## src/rtl/lns_addsub_pipe_if.sv

```systemverilog
// Operand/result/ROM bundle for lns_addsub_pipe. The optional LNS_FLAGS_EN
// macro adds the sticky overflow/underflow flags and their clear input.
interface lns_addsub_pipe_if #(
  parameter int LW = 16,
  parameter int AW = 15,
  parameter int DW = 15
);
  logic          in_valid;
  logic          in_ready;
  logic          op_sub;
  logic          a_sign;
  logic          b_sign;
  logic          a_zero;
  logic          b_zero;
  logic [LW-1:0] a_log;
  logic [LW-1:0] b_log;
  logic [AW-1:0] rom_plus_addr;
  logic [DW-1:0] rom_plus_data;
  logic [AW-1:0] rom_minus_addr;
  logic [DW-1:0] rom_minus_data;
  logic          out_valid;
  logic          out_ready;
  logic          z_sign;
  logic          z_zero;
  logic [LW-1:0] z_log;
`ifdef LNS_FLAGS_EN
  logic          flag_ovf;
  logic          flag_unf;
  logic          flag_clr;

  modport master (
    output in_valid, op_sub, a_sign, b_sign, a_zero, b_zero, a_log, b_log,
           rom_plus_data, rom_minus_data, out_ready, flag_clr,
    input  in_ready, rom_plus_addr, rom_minus_addr, out_valid, z_sign, z_zero,
           z_log, flag_ovf, flag_unf
  );
  modport slave (
    input  in_valid, op_sub, a_sign, b_sign, a_zero, b_zero, a_log, b_log,
           rom_plus_data, rom_minus_data, out_ready, flag_clr,
    output in_ready, rom_plus_addr, rom_minus_addr, out_valid, z_sign, z_zero,
           z_log, flag_ovf, flag_unf
  );
`else
  modport master (
    output in_valid, op_sub, a_sign, b_sign, a_zero, b_zero, a_log, b_log,
           rom_plus_data, rom_minus_data, out_ready,
    input  in_ready, rom_plus_addr, rom_minus_addr, out_valid, z_sign, z_zero,
           z_log
  );
  modport slave (
    input  in_valid, op_sub, a_sign, b_sign, a_zero, b_zero, a_log, b_log,
           rom_plus_data, rom_minus_data, out_ready,
    output in_ready, rom_plus_addr, rom_minus_addr, out_valid, z_sign, z_zero,
           z_log
  );
`endif
endinterface

```

## src/rtl/lns_addsub_pipe.sv

```systemverilog
// 3-stage LNS add/subtract (Q5.11 log words) using external phi_plus/phi_minus ROMs.
// Optional sticky overflow/underflow flags when LNS_FLAGS_EN is defined.
module lns_addsub_pipe #(
  parameter int LW = 16,
  parameter int AW = 15,
  parameter int DW = 15
) (
  input  logic                 clk,
  input  logic                 rst,
  lns_addsub_pipe_if.slave     bus
);
  // Handshake: an operand pair moves in when in_valid & in_ready, a result moves
  // out when out_valid & out_ready; in_ready = !out_valid | out_ready, so the whole
  // pipe advances or holds as one unit and never drops or repeats a result.
  localparam logic [LW-1:0] LOG_MAX = {1'b0, {(LW-1){1'b1}}};

  logic          w_adv;
  logic          w_bs, w_eff_sub, w_big_sign, w_byp, w_zero;
  logic [LW:0]   w_diff, w_neg;
  logic [LW-1:0] w_mag, w_big_log;

  logic          r_v1, r_eff_sub1, r_big_sign1, r_byp1, r_zero1;
  logic [LW-1:0] r_big_log1, r_mag1;

  logic          w_zero2, w_byp2;
  logic          r_v2, r_eff_sub2, r_big_sign2, r_byp2, r_zero2;
  logic [LW-1:0] r_big_log2;
  logic [DW-1:0] r_phi2;

  logic [LW:0]   w_big_ext, w_phi_ext, w_s;
  logic          w_ovf, w_unf, w_z_sign, w_z_zero;
  logic [LW-1:0] w_z_log;
  logic          r_v3, r_z_sign, r_z_zero;
  logic [LW-1:0] r_z_log;

  assign w_adv        = !r_v3 | bus.out_ready;
  assign bus.in_ready = w_adv;

  // S1: effective operation, ordering by log magnitude, zero-operand bypass
  always_comb begin
    w_bs       = bus.b_sign ^ bus.op_sub;
    w_eff_sub  = bus.a_sign ^ w_bs;
    w_diff     = {bus.a_log[LW-1], bus.a_log} - {bus.b_log[LW-1], bus.b_log};
    w_neg      = -w_diff;
    w_mag      = w_diff[LW] ? w_neg[LW-1:0] : w_diff[LW-1:0];
    w_big_log  = w_diff[LW] ? bus.b_log : bus.a_log;
    w_big_sign = w_diff[LW] ? w_bs : bus.a_sign;
    w_byp      = 1'b0;
    w_zero     = 1'b0;
    if (bus.a_zero && bus.b_zero) begin
      w_zero = 1'b1;
    end else if (bus.a_zero) begin
      w_big_log  = bus.b_log;
      w_big_sign = w_bs;
      w_byp      = 1'b1;
    end else if (bus.b_zero) begin
      w_big_log  = bus.a_log;
      w_big_sign = bus.a_sign;
      w_byp      = 1'b1;
    end
  end

  always_ff @(posedge clk or posedge rst) begin
    if (rst) begin
      r_v1        <= 1'b0;
      r_eff_sub1  <= 1'b0;
      r_big_sign1 <= 1'b0;
      r_byp1      <= 1'b0;
      r_zero1     <= 1'b0;
      r_big_log1  <= '0;
      r_mag1      <= '0;
    end else if (w_adv) begin
      r_v1        <= bus.in_valid;
      r_eff_sub1  <= w_eff_sub;
      r_big_sign1 <= w_big_sign;
      r_byp1      <= w_byp;
      r_zero1     <= w_zero;
      r_big_log1  <= w_big_log;
      r_mag1      <= w_mag;
    end
  end

  // S2: ROMs are read combinationally from the S1 registers, so the address holds on stall
  assign bus.rom_plus_addr  = r_mag1[AW-1:0];
  assign bus.rom_minus_addr = r_mag1[AW-1:0];
  assign w_zero2 = r_zero1 | (!r_byp1 & r_eff_sub1 & (r_mag1 == '0));
  assign w_byp2  = !w_zero2 & (r_byp1 | (|r_mag1[LW-1:AW]));

  always_ff @(posedge clk or posedge rst) begin
    if (rst) begin
      r_v2        <= 1'b0;
      r_eff_sub2  <= 1'b0;
      r_big_sign2 <= 1'b0;
      r_byp2      <= 1'b0;
      r_zero2     <= 1'b0;
      r_big_log2  <= '0;
      r_phi2      <= '0;
    end else if (w_adv) begin
      r_v2        <= r_v1;
      r_eff_sub2  <= r_eff_sub1;
      r_big_sign2 <= r_big_sign1;
      r_byp2      <= w_byp2;
      r_zero2     <= w_zero2;
      r_big_log2  <= r_big_log1;
      r_phi2      <= r_eff_sub1 ? bus.rom_minus_data : bus.rom_plus_data;
    end
  end

  // S3: one extra bit of headroom; the top two bits disagreeing means out of Q5.11 range
  always_comb begin
    w_big_ext = {r_big_log2[LW-1], r_big_log2};
    w_phi_ext = {{(LW+1-DW){1'b0}}, r_phi2};
    w_s       = r_eff_sub2 ? (w_big_ext - w_phi_ext) : (w_big_ext + w_phi_ext);
    w_ovf     = !r_zero2 & !r_byp2 & !w_s[LW] &  w_s[LW-1];
    w_unf     = !r_zero2 & !r_byp2 &  w_s[LW] & !w_s[LW-1];
    w_z_sign  = r_big_sign2;
    w_z_zero  = 1'b0;
    w_z_log   = w_s[LW-1:0];
    if (r_zero2 || w_unf) begin
      w_z_sign = 1'b0;
      w_z_zero = 1'b1;
      w_z_log  = '0;
    end else if (r_byp2) begin
      w_z_log = r_big_log2;
    end else if (w_ovf) begin
      w_z_log = LOG_MAX;
    end
  end

  always_ff @(posedge clk or posedge rst) begin
    if (rst) begin
      r_v3     <= 1'b0;
      r_z_sign <= 1'b0;
      r_z_zero <= 1'b0;
      r_z_log  <= '0;
    end else if (w_adv) begin
      r_v3     <= r_v2;
      r_z_sign <= w_z_sign;
      r_z_zero <= w_z_zero;
      r_z_log  <= w_z_log;
    end
  end

  assign bus.out_valid = r_v3;
  assign bus.z_sign    = r_z_sign;
  assign bus.z_zero    = r_z_zero;
  assign bus.z_log     = r_z_log;

`ifdef LNS_FLAGS_EN
  logic r_ovf3, r_unf3, r_flag_ovf, r_flag_unf;

  // Flags set only when the flagged result actually leaves; a same-cycle set beats clear
  always_ff @(posedge clk or posedge rst) begin
    if (rst) begin
      r_ovf3     <= 1'b0;
      r_unf3     <= 1'b0;
      r_flag_ovf <= 1'b0;
      r_flag_unf <= 1'b0;
    end else begin
      if (w_adv) begin
        r_ovf3 <= w_ovf;
        r_unf3 <= w_unf;
      end
      if (bus.flag_clr) begin
        r_flag_ovf <= 1'b0;
        r_flag_unf <= 1'b0;
      end
      if (r_v3 && bus.out_ready && r_ovf3) r_flag_ovf <= 1'b1;
      if (r_v3 && bus.out_ready && r_unf3) r_flag_unf <= 1'b1;
    end
  end

  assign bus.flag_ovf = r_flag_ovf;
  assign bus.flag_unf = r_flag_unf;
`endif
endmodule
```

## src/flat_wrapper.sv

```systemverilog
// flat-port wrapper written by rule: the top's interface ports become plain ports
module lns_addsub_pipe_flat 
#(
  parameter int LW = 16,
  parameter int AW = 15,
  parameter int DW = 15
)
  (clk, rst, bus_in_valid, bus_op_sub, bus_a_sign, bus_b_sign, bus_a_zero, bus_b_zero, bus_a_log, bus_b_log, bus_rom_plus_data, bus_rom_minus_data, bus_out_ready, bus_in_ready, bus_rom_plus_addr, bus_rom_minus_addr, bus_out_valid, bus_z_sign, bus_z_zero, bus_z_log);
  lns_addsub_pipe_if #(.LW(LW), .AW(AW), .DW(DW)) bus_i ();
  input  logic clk;
  input  logic rst;
  input wire logic [$bits(bus_i.in_valid)-1:0] bus_in_valid;
  input wire logic [$bits(bus_i.op_sub)-1:0] bus_op_sub;
  input wire logic [$bits(bus_i.a_sign)-1:0] bus_a_sign;
  input wire logic [$bits(bus_i.b_sign)-1:0] bus_b_sign;
  input wire logic [$bits(bus_i.a_zero)-1:0] bus_a_zero;
  input wire logic [$bits(bus_i.b_zero)-1:0] bus_b_zero;
  input wire logic [$bits(bus_i.a_log)-1:0] bus_a_log;
  input wire logic [$bits(bus_i.b_log)-1:0] bus_b_log;
  input wire logic [$bits(bus_i.rom_plus_data)-1:0] bus_rom_plus_data;
  input wire logic [$bits(bus_i.rom_minus_data)-1:0] bus_rom_minus_data;
  input wire logic [$bits(bus_i.out_ready)-1:0] bus_out_ready;
  output wire logic [$bits(bus_i.in_ready)-1:0] bus_in_ready;
  output wire logic [$bits(bus_i.rom_plus_addr)-1:0] bus_rom_plus_addr;
  output wire logic [$bits(bus_i.rom_minus_addr)-1:0] bus_rom_minus_addr;
  output wire logic [$bits(bus_i.out_valid)-1:0] bus_out_valid;
  output wire logic [$bits(bus_i.z_sign)-1:0] bus_z_sign;
  output wire logic [$bits(bus_i.z_zero)-1:0] bus_z_zero;
  output wire logic [$bits(bus_i.z_log)-1:0] bus_z_log;
  assign bus_i.in_valid = bus_in_valid;
  assign bus_i.op_sub = bus_op_sub;
  assign bus_i.a_sign = bus_a_sign;
  assign bus_i.b_sign = bus_b_sign;
  assign bus_i.a_zero = bus_a_zero;
  assign bus_i.b_zero = bus_b_zero;
  assign bus_i.a_log = bus_a_log;
  assign bus_i.b_log = bus_b_log;
  assign bus_i.rom_plus_data = bus_rom_plus_data;
  assign bus_i.rom_minus_data = bus_rom_minus_data;
  assign bus_i.out_ready = bus_out_ready;
  assign bus_in_ready = bus_i.in_ready;
  assign bus_rom_plus_addr = bus_i.rom_plus_addr;
  assign bus_rom_minus_addr = bus_i.rom_minus_addr;
  assign bus_out_valid = bus_i.out_valid;
  assign bus_z_sign = bus_i.z_sign;
  assign bus_z_zero = bus_i.z_zero;
  assign bus_z_log = bus_i.z_log;
  lns_addsub_pipe #(.LW(LW), .AW(AW), .DW(DW)) u_core (.clk(clk), .rst(rst), .bus(bus_i));
endmodule
```

## config.mk

```make
export PLATFORM = sky130hd
export DESIGN_NAME = lns_addsub_pipe_flat
export DESIGN_NICKNAME = d
export VERILOG_FILES = /design/src/rtl/lns_addsub_pipe_if.sv /design/src/rtl/lns_addsub_pipe.sv /design/src/flat_wrapper.sv
export SDC_FILE = /design/constraint.sdc
export NUM_CORES = 1
export LEC_CHECK = 0
export CAP_MARGIN = 20
export CORE_ASPECT_RATIO = 2
export CORE_MARGIN = 2
export CORE_UTILIZATION = 40
export CTS_CLUSTER_DIAMETER = 200
export DETAILED_ROUTE_END_ITERATION = 8
export GPL_TIMING_DRIVEN = 0
export PLACE_DENSITY_LB_ADDON = 0.05
export REMOVE_ABC_BUFFERS = 1
export SKIP_LAST_GASP = 1
export SYNTH_ARGS = -nofsm -noshare
export SYNTH_HDL_FRONTEND = slang
export SYNTH_SLANG_ARGS = --single-unit
```

## constraint.sdc

```tcl
create_clock -name clk -period 10.5 [get_ports clk]
set_input_delay 1.05 -clock clk [delete_from_list [all_inputs] [get_ports clk]]
set_output_delay 1.05 -clock clk [all_outputs]
set_load 0.01 [all_outputs]
```

==> results.md, run 1 <==
- Result of the run: completed
- Fraction of registers with async set or reset after synthesis: 1.00
- RSZ-0062 raised after global routing: no
- Post-Route Setup TNS: 0 ps
- Die Span Y: 186 um
- Worst reg2reg setup slack: 5780 ps
- Clock sink count: 92
- Antenna diode count: 0
- VDD IR-drop max: between 0.1 and 0.15 mV
- Worst Skew: around 8.1 ps
- Number of vias in the routed layout: between 5000 and 6000
- Grt ovf: 0
- Worst Tran Pin Value: 1050 ps
- Endpoint type of the worst setup path: register
- Number of distinct standard cells referenced by the synthesized netlist: 67
- Endpoint of the worst-slack reg-to-reg timing path: u_core.bus.z_log[5]$_DFFE_PP0P_
- Number of flops mapped to enable cells by yosys: 0
- Mapped Cells: between 700 and 800
- Maximum net fanout on the critical path: 16
- Maximum clock rate: 203 MHz
- Pin count of the biggest net entering global routing: 70
- Most instantiated cells after synthesis: nand2_1 (128), dfrtp_1 (92), o21ai_0 (58)
- Seq cells post-synth: 92
- Hold bufs inserted after CTS: 0
- Worst EP required: 10730 ps
- Class of the most critical hold timing path: register to register
- Net count of the finished layout: a little under 1000
- Arr. time, crit path: 5150 ps
- Netlist Area Pre-Place: 6630 um2
- Path type of the worst setup path: primary input to register
- Cell types occupying the most area after synthesis: dfrtp_1 (35%), nand2_1 (7.2%), ha_1 (6.6%), mux2i_1 (5.3%), o21ai_0 (4.4%)
- Pwr dens: 287 nW/um2
- Iteration-0 DRC Markers: 222
- Share of the clock period used by the worst path: 0.468
- Area growth from synthesis to layout: 22.2%
- Hold Slack: 467 ps
- Remaining routing DRC violations: 0
- Number of violations of the max-capacitance limit: 0
- Die Outline Area: 17700 um2
- Mean Syn Cell Area: approximately 8.5 um2
- Final estimated routing congestion in global placement: 0.851
- CTS Buffer Depth: 2
- Clock-pin slew reported for the worst setup and hold paths after clock tree synthesis: about 70 ps
- Buffers inserted by post-CTS timing repair: 0
- Global-route wire length before repair: 28100 um
- Min cycle time layout: a little under 5000 ps
- Leak: 3.55 nW
- Hold path start: u_core.r_v2$_DFFE_PP0P_
- IO Port Bufs: 120
- Core area: 16300 um2
- Clock latency on the worst-skew pair: 350 ps
- DR pass1 iterations: 4
- Timing startpoint of the critical path: bus_b_log[0]
- Cell at the root of the clock tree: clkbuf_16
- Hold Fails Final Rpt: 0
- Number of resized instances in the post-cts repair step: 0
- Number of global-route vias before repair: 5797
- Share of cells above drive strength 1: 0.0466
- Finish-stage setup viols: 0
- Initial antenna violation count: 0
- Post-Route WL: roughly 18000 um
- Post-route antenna net violation count: 0
- Initial Util: 0.408
- TritonCTS Buffers: 9
- DR vias/cell: 5.43
- Average routed wire per standard cell: 16.6 um
- Capturing instance or port of the critical path: u_core.r_big_log1[5]$_DFFE_PP0P_
- Startpoint of the worst register-to-register path: u_core.r_phi2[0]$_DFFE_PP0P_
- Total Routing Usage GR: 0.207
- Number of cells on the worst reg-to-reg path: 16
- Horiz. Die Dim: 95.1 um
- Startpoint types: primary input
- # H-tree levels: 3
- Ys Warns: 0
- Part of the Yosys area used for sequential elements: 0.347
- Max Slew Vio Count: 0
- Hpwl dp: approximately 14000 um
- Top FF cell, synth: dfrtp_1
- Cell type with the highest aggregate area in the netlist: dfrtp_1
- Cell row count: 66
- Most common cell in the synthesized netlist: nand2_1
- Fraction of synthesized cell area taken by the top area cell type: 0.347
- TritonCTS clock tree: built
- Max transition margin: 0.301
- Number of ports placed on the die boundary: 121
-- critical path: stages --
cell and delay, ps:
clkdlybuf4s50_1 480, ha_1 210, inv_1 70, fa_1 400, a21o_1 210, a221oi_4 550
a211oi_4 190, o311ai_4 310, a21oi_2 100, o21a_1 350, o21ai_4 710, mux2i_1 390
o21ai_1 100
-- per-layer routing --
layer / track usage / part of all wire / vias up / routed length, um
met2: 0.398 / 0.56 / 145 / 9840
met1: 0.204 / 0.36 / 2720 / 6330
li1: - / - / 2862 / -
met3: 0.0223 / 0.030 / 46 / 536
met5: 0 / 0 / - / 0
met4: 0.123 / 0.050 / 0 / 885
-- sequential cells by signal (all words and copies together), names as in the netlist, 15 cells and up --
register           cells
u_core.bus.z_log      16
u_core.r_big_log1     16
u_core.r_big_log2     16
u_core.r_mag1         16
u_core.r_phi2         15
-- worst min path at each step --
stage                                                   end  depth (start not counted)
final                      u_core.bus.out_valid$_DFFE_PP0P_                          1
after global routing      u_core.r_big_log2[15]$_DFFE_PP0P_                          2
after CTS                  u_core.bus.out_valid$_DFFE_PP0P_                          1
after detailed placement   u_core.bus.out_valid$_DFFE_PP0P_                          1
after global placement     u_core.bus.out_valid$_DFFE_PP0P_                          1
after floorplan                     u_core.r_v2$_DFFE_PP0P_                          2
-- layout by cell type (no fill, tap or decap), drive strengths merged, types with 8 or more instances in the layout --
master,netlist,routed
clkbuf,27,10
nor3,15,15
xor2,15,15
nand3,17,17
o21a,8,8
dfrtp,92,92
nor2,45,45
xnor2,31,31
a21oi,49,49
nand2,128,128
a21o,12,12
ha,35,35
inv,37,41
clkdlybuf4s50,0,120
mux2i,35,35
nand2b,21,21
a32o,13,13
o21ai,70,70
-- metrics by stage --
stage | power (mW) | instances | area, um2 | setup slack [ps] | utilization
floorplan | 1.53 | 719 | 6260 | 2870 | -
global placement | 1.97 | 1043 | 7710 | -1700 | 0.474
detailed placement | 2.02 | 1047 | 7820 | 5220 | 0.481
CTS | 2.34 | 1063 | 8100 | 5590 | 0.498
global route | 2.51 | 1063 | 8100 | 5390 | 0.498
finish | 2.33 | 1063 | 8100 | 5580 | 0.498
-- power breakdown --
group | internal, mW | switching (mW)
sequential | 0.493 | 0.154
combinational | 0.659 | 0.706
clock | 0.166 | 0.149
-- logic make-up (layout without fill, tap and decap cells) --
kind of cell             count (synthesis)  after routing  synth area share
flip-flops                              92             92             0.347
buffers and inverters                  101            177            0.0779
multiplexers                            36             36            0.0545
AO/OA/AOI/OAI                          194            194             0.193
AND/OR/NAND/NOR                        277            277             0.195
XOR/XNOR                                46             46            0.0607
adder cells (fa/ha/maj)                 37             37            0.0720
-- area by class of cell --
type | instances | area [um2]
multi-input cells | 590 | 3830
clock buffers | 10 | 229
repair buffers | 124 | 1290
flip-flops and latches | 92 | 2300
well taps | 204 | 255
clock inverters | 6 | 55.1
fillers | 1598 | 8160
inverters | 37 | 141
Power figures use the tool's default switching activity.
==> run 2, diff against run 1 <==
- clock period: 10.5 -> 4.9 ns (I/O delays scaled with it)
==> run 2 against run 1 <==
Global-route usage stayed put. Sequential cell count did not move. Total power grew 110%. Clock-buffer cell count is the same. Routed wire length rose by 0.46%. Sequential power is 110% higher. First-iteration DRC count rose by 0.90%. Register-to-register slack worse by 5200 ps. Core utilization barely moved. Die area unchanged. Worst setup slack worse by 5100 ps. Combinational power rose by 120%. Critical endpoint is now u_core.bus.z_log[5]$_DFFE_PP0P_.
==> results.md, run 2 (synthesis results as in run 1) <==
- Result of the run: completed (unchanged)
- Placed Cells incl. Taps: 1047 (unchanged)
- DR vias/cell: 5.43 (about the same)
- TritonCTS clock tree: built (unchanged)
- DR pass1 iterations: 4 (unchanged)
- Clock sink count: 92 (unchanged)
- TritonCTS Buffers: 9 (unchanged)
- Initial Util: 0.408 (unchanged)
- Post-Route WL: 17700 um (was 17600 um)
- Total buffers and inverters traversed by the critical path: 1 (was 2)
- Cell row count: 66 (unchanged)
- Endpoint type of the worst setup path: register (unchanged)
- Max transition margin: 0.296 (was 0.301)
- Class of the most critical hold timing path: primary input to async pin (was register to register)
- Hold Fails Final Rpt: 0 (unchanged)
- RSZ-0062 raised after global routing: no (unchanged)
- Critical Path Slowest Stage Cell: or3b_2 (was o21ai_4)
- Path type of the worst setup path: register to register (was primary input to register)
- Maximum clock rate: 229 MHz
- Min cycle time layout: 4370 ps
- Grt ovf: 0 (unchanged)
- Largest stage delay on the critical path: 490 ps (was 710 ps)
- Leak: 3.55 nW (about the same)
- Buffers inserted by post-CTS timing repair: 0 (unchanged)
- Remaining routing DRC violations: 0 (unchanged)
- Number of filler cells placed in the layout: 1595 (was 1598)
- Pwr dens: 616 nW/um2 (was 287 nW/um2)
- Worst Tran Pin Value: 1060 ps (was 1050 ps)
- Pin count of the biggest net entering global routing: 70 (unchanged)
- Cell at the root of the clock tree: clkbuf_16 (unchanged)
- Max Slew Vio Count: 0 (unchanged)
- Post-route antenna net violation count: 0 (unchanged)
- Number of violations of the max-capacitance limit: 0 (unchanged)
- Number of vias in the routed layout: 5774 (was 5773)
- Worst Skew: 9.09 ps (was 8.06 ps)
- # H-tree levels: 3 (unchanged)
- Finish-stage setup viols: 0 (unchanged)
- Startpoint types: register (was primary input)
- Arr. time, crit path: 4610 ps (was 5150 ps)
- Share of the clock period used by the worst path: 0.891
- Number of global-route vias before repair: 5797 (unchanged)
- Maximum net fanout on the critical path: 15 (was 16)
- Final estimated routing congestion in global placement: 0.851 (unchanged)
- Clock latency on the worst-skew pair: 350 ps (about the same)
- Antenna diode count: 0 (unchanged)
- Core area: 16300 um2 (unchanged)
- Average routed wire per standard cell: 16.6 um (about the same)
- Number of resized instances in the post-cts repair step: 0 (unchanged)
- Iteration-0 DRC Markers: 224 (was 222)
- Global-route wire length before repair: 28100 um (unchanged)
- Area growth from synthesis to layout: 22.3% (was 22.2%)
- Cells traversed along the worst timing path: inv_1 -> ha_1 -> or3b_2 -> nor4_2 -> a21oi_1 -> xnor2_1 -> ha_1 -> a21o_1 -> a211o_1 -> or3_1 -> a21oi_1 -> o21ai_0 -> nand3b_1 -> a31o_2 -> o211ai_1 -> a32o_1 (was clkdlybuf4s50_1 -> ha_1 -> inv_1 -> fa_1 -> a21o_1 -> a221oi_4 -> a211oi_4 -> o311ai_4 -> a21oi_2 -> o21a_1 -> o21ai_4 -> mux2i_1 -> o21ai_1)
- VDD IR-drop max: 0.242 mV (was 0.111 mV)
- Clock-pin slew reported for the worst setup and hold paths after clock tree synthesis: 70 ps (about the same)
- IO Port Bufs: 120 (unchanged)
- Initial antenna violation count: 0 (unchanged)
- Most common cell after layout, fill and taps aside: nand2_1 (unchanged)
- Die Span Y: 186 um (unchanged)
- Commonest cells after routing, fill and taps aside: nand2_1 (128), clkdlybuf4s50_1 (120), dfrtp_1 (92), o21ai_0 (58), a21oi_1 (48) (unchanged)
- Die Outline Area: 17700 um2 (unchanged)
- Post-Route Setup TNS: 0 ps (unchanged)
- Worst Setup Slack post-DPL: 181 ps (was 5220 ps)
- Overall Power: 4.99 mW (was 2.33 mW)
- Final worst-path setup slack: 532 ps (was 5580 ps)
- Net count of the finished layout: 962 (unchanged)
- Final standard cell count with taps included and fillers excluded: 1063 (unchanged)
- Finished Core Util: 0.499 (was 0.498)
- Hpwl dp: 14000 um (unchanged)
- Horiz. Die Dim: 95.1 um (unchanged)
- CTS Buffer Depth: 2 (unchanged)
- Hold bufs inserted after CTS: 0 (unchanged)
- Family of cells with the greatest summed delay on the critical path: compound AO/OA/AOI/OAI gates (unchanged)
- Total Routing Usage GR: 0.207 (unchanged)
- Worst EP required: 5140 ps (was 10730 ps)
- Number of ports placed on the die boundary: 121 (unchanged)
- Worst reg2reg setup slack: 530 ps (was 5780 ps)
- Share of cells above drive strength 1: 0.0477 (was 0.0466)
==> run 2: cell counts in the layout (fill, tap and decap cells not counted) <==
No cell type changed its count.
==> run 2: path summary, 6_finish.rpt <==
check,start,to,cells past startpoint
setup / recovery,u_core.r_phi2[0]$_DFFE_PP0P_,u_core.bus.z_log[5]$_DFFE_PP0P_,16
hold / removal,rst,u_core.bus.z_zero$_DFFE_PP0P_,2
setup reg to reg,u_core.r_phi2[0]$_DFFE_PP0P_,u_core.bus.z_log[5]$_DFFE_PP0P_,16
hold reg to reg,u_core.r_v2$_DFFE_PP0P_,u_core.bus.out_valid$_DFFE_PP0P_,1
max in group asynchronous,rst,u_core.r_phi2[14]$_DFFE_PP0P_,3
min in group clk,u_core.r_v2$_DFFE_PP0P_,u_core.bus.out_valid$_DFFE_PP0P_,1
==> run 2: per-stage QoR <==
stage               area, um2  hold slack (ps)
CTS                      8100              457
global route             8110              493
finish                   8110              448
detailed placement       7820              453
global placement         7710              444
floorplan                6260              430
==> run 2: power breakdown <==
part	total (mW)	leakage [nW]	internal (mW)	switching (mW)
clock network	0.676	0.134	0.355	0.321
logic	2.93	2.31	1.41	1.52
registers	1.39	1.11	1.06	0.332
total	4.99	3.55	2.82	2.17
==> run 2: metal layers <==
metal	vias up	wire length (um)	GRT usage	part of all wire
met5	-	0	0	0
met1	2736	6400	0.204	0.36
li1	2866	-	-	-
met2	131	10000	0.398	0.57
met4	0	775	0.123	0.044
met3	41	497	0.0223	0.028
==> run 2: area by class of cell <==
| class | count | area [um2] | share of cell area |
|---|---|---|---|
| Inverter | 37 | 141 | 0.0174 |
| Clock inverter | 6 | 55.1 | 0.00679 |
| Timing Repair Buffer | 124 | 1290 | 0.159 |
| Multi-Input combinational cell | 590 | 3840 | 0.473 |
| Tap cell | 204 | 255 | 0.0315 |
| Clock buffer | 10 | 229 | 0.0282 |
| Sequential cell | 92 | 2300 | 0.284 |
==> run 3, diff against run 2 <==
- clock period: 4.9 -> 5.55 ns (I/O delays scaled with it)
==> results of run 3 <==
The final DEF is identical to that of run 1. Status: completed.
Main changes from that run: setup slack after placement 5220 ps -> 766 ps; setup slack after layout 5580 ps -> 832 ps; start point of the critical path bus_b_log[0] -> u_core.r_phi2[0]$_DFFE_PP0P_; end point of the critical path u_core.r_big_log1[5]$_DFFE_PP0P_ -> u_core.bus.z_log[5]$_DFFE_PP0P_; register-to-register setup slack 5780 ps -> 830 ps; total power 2.33 mW -> 4.40 mW; worst IR drop on VDD 0.111 mV -> 0.211 mV
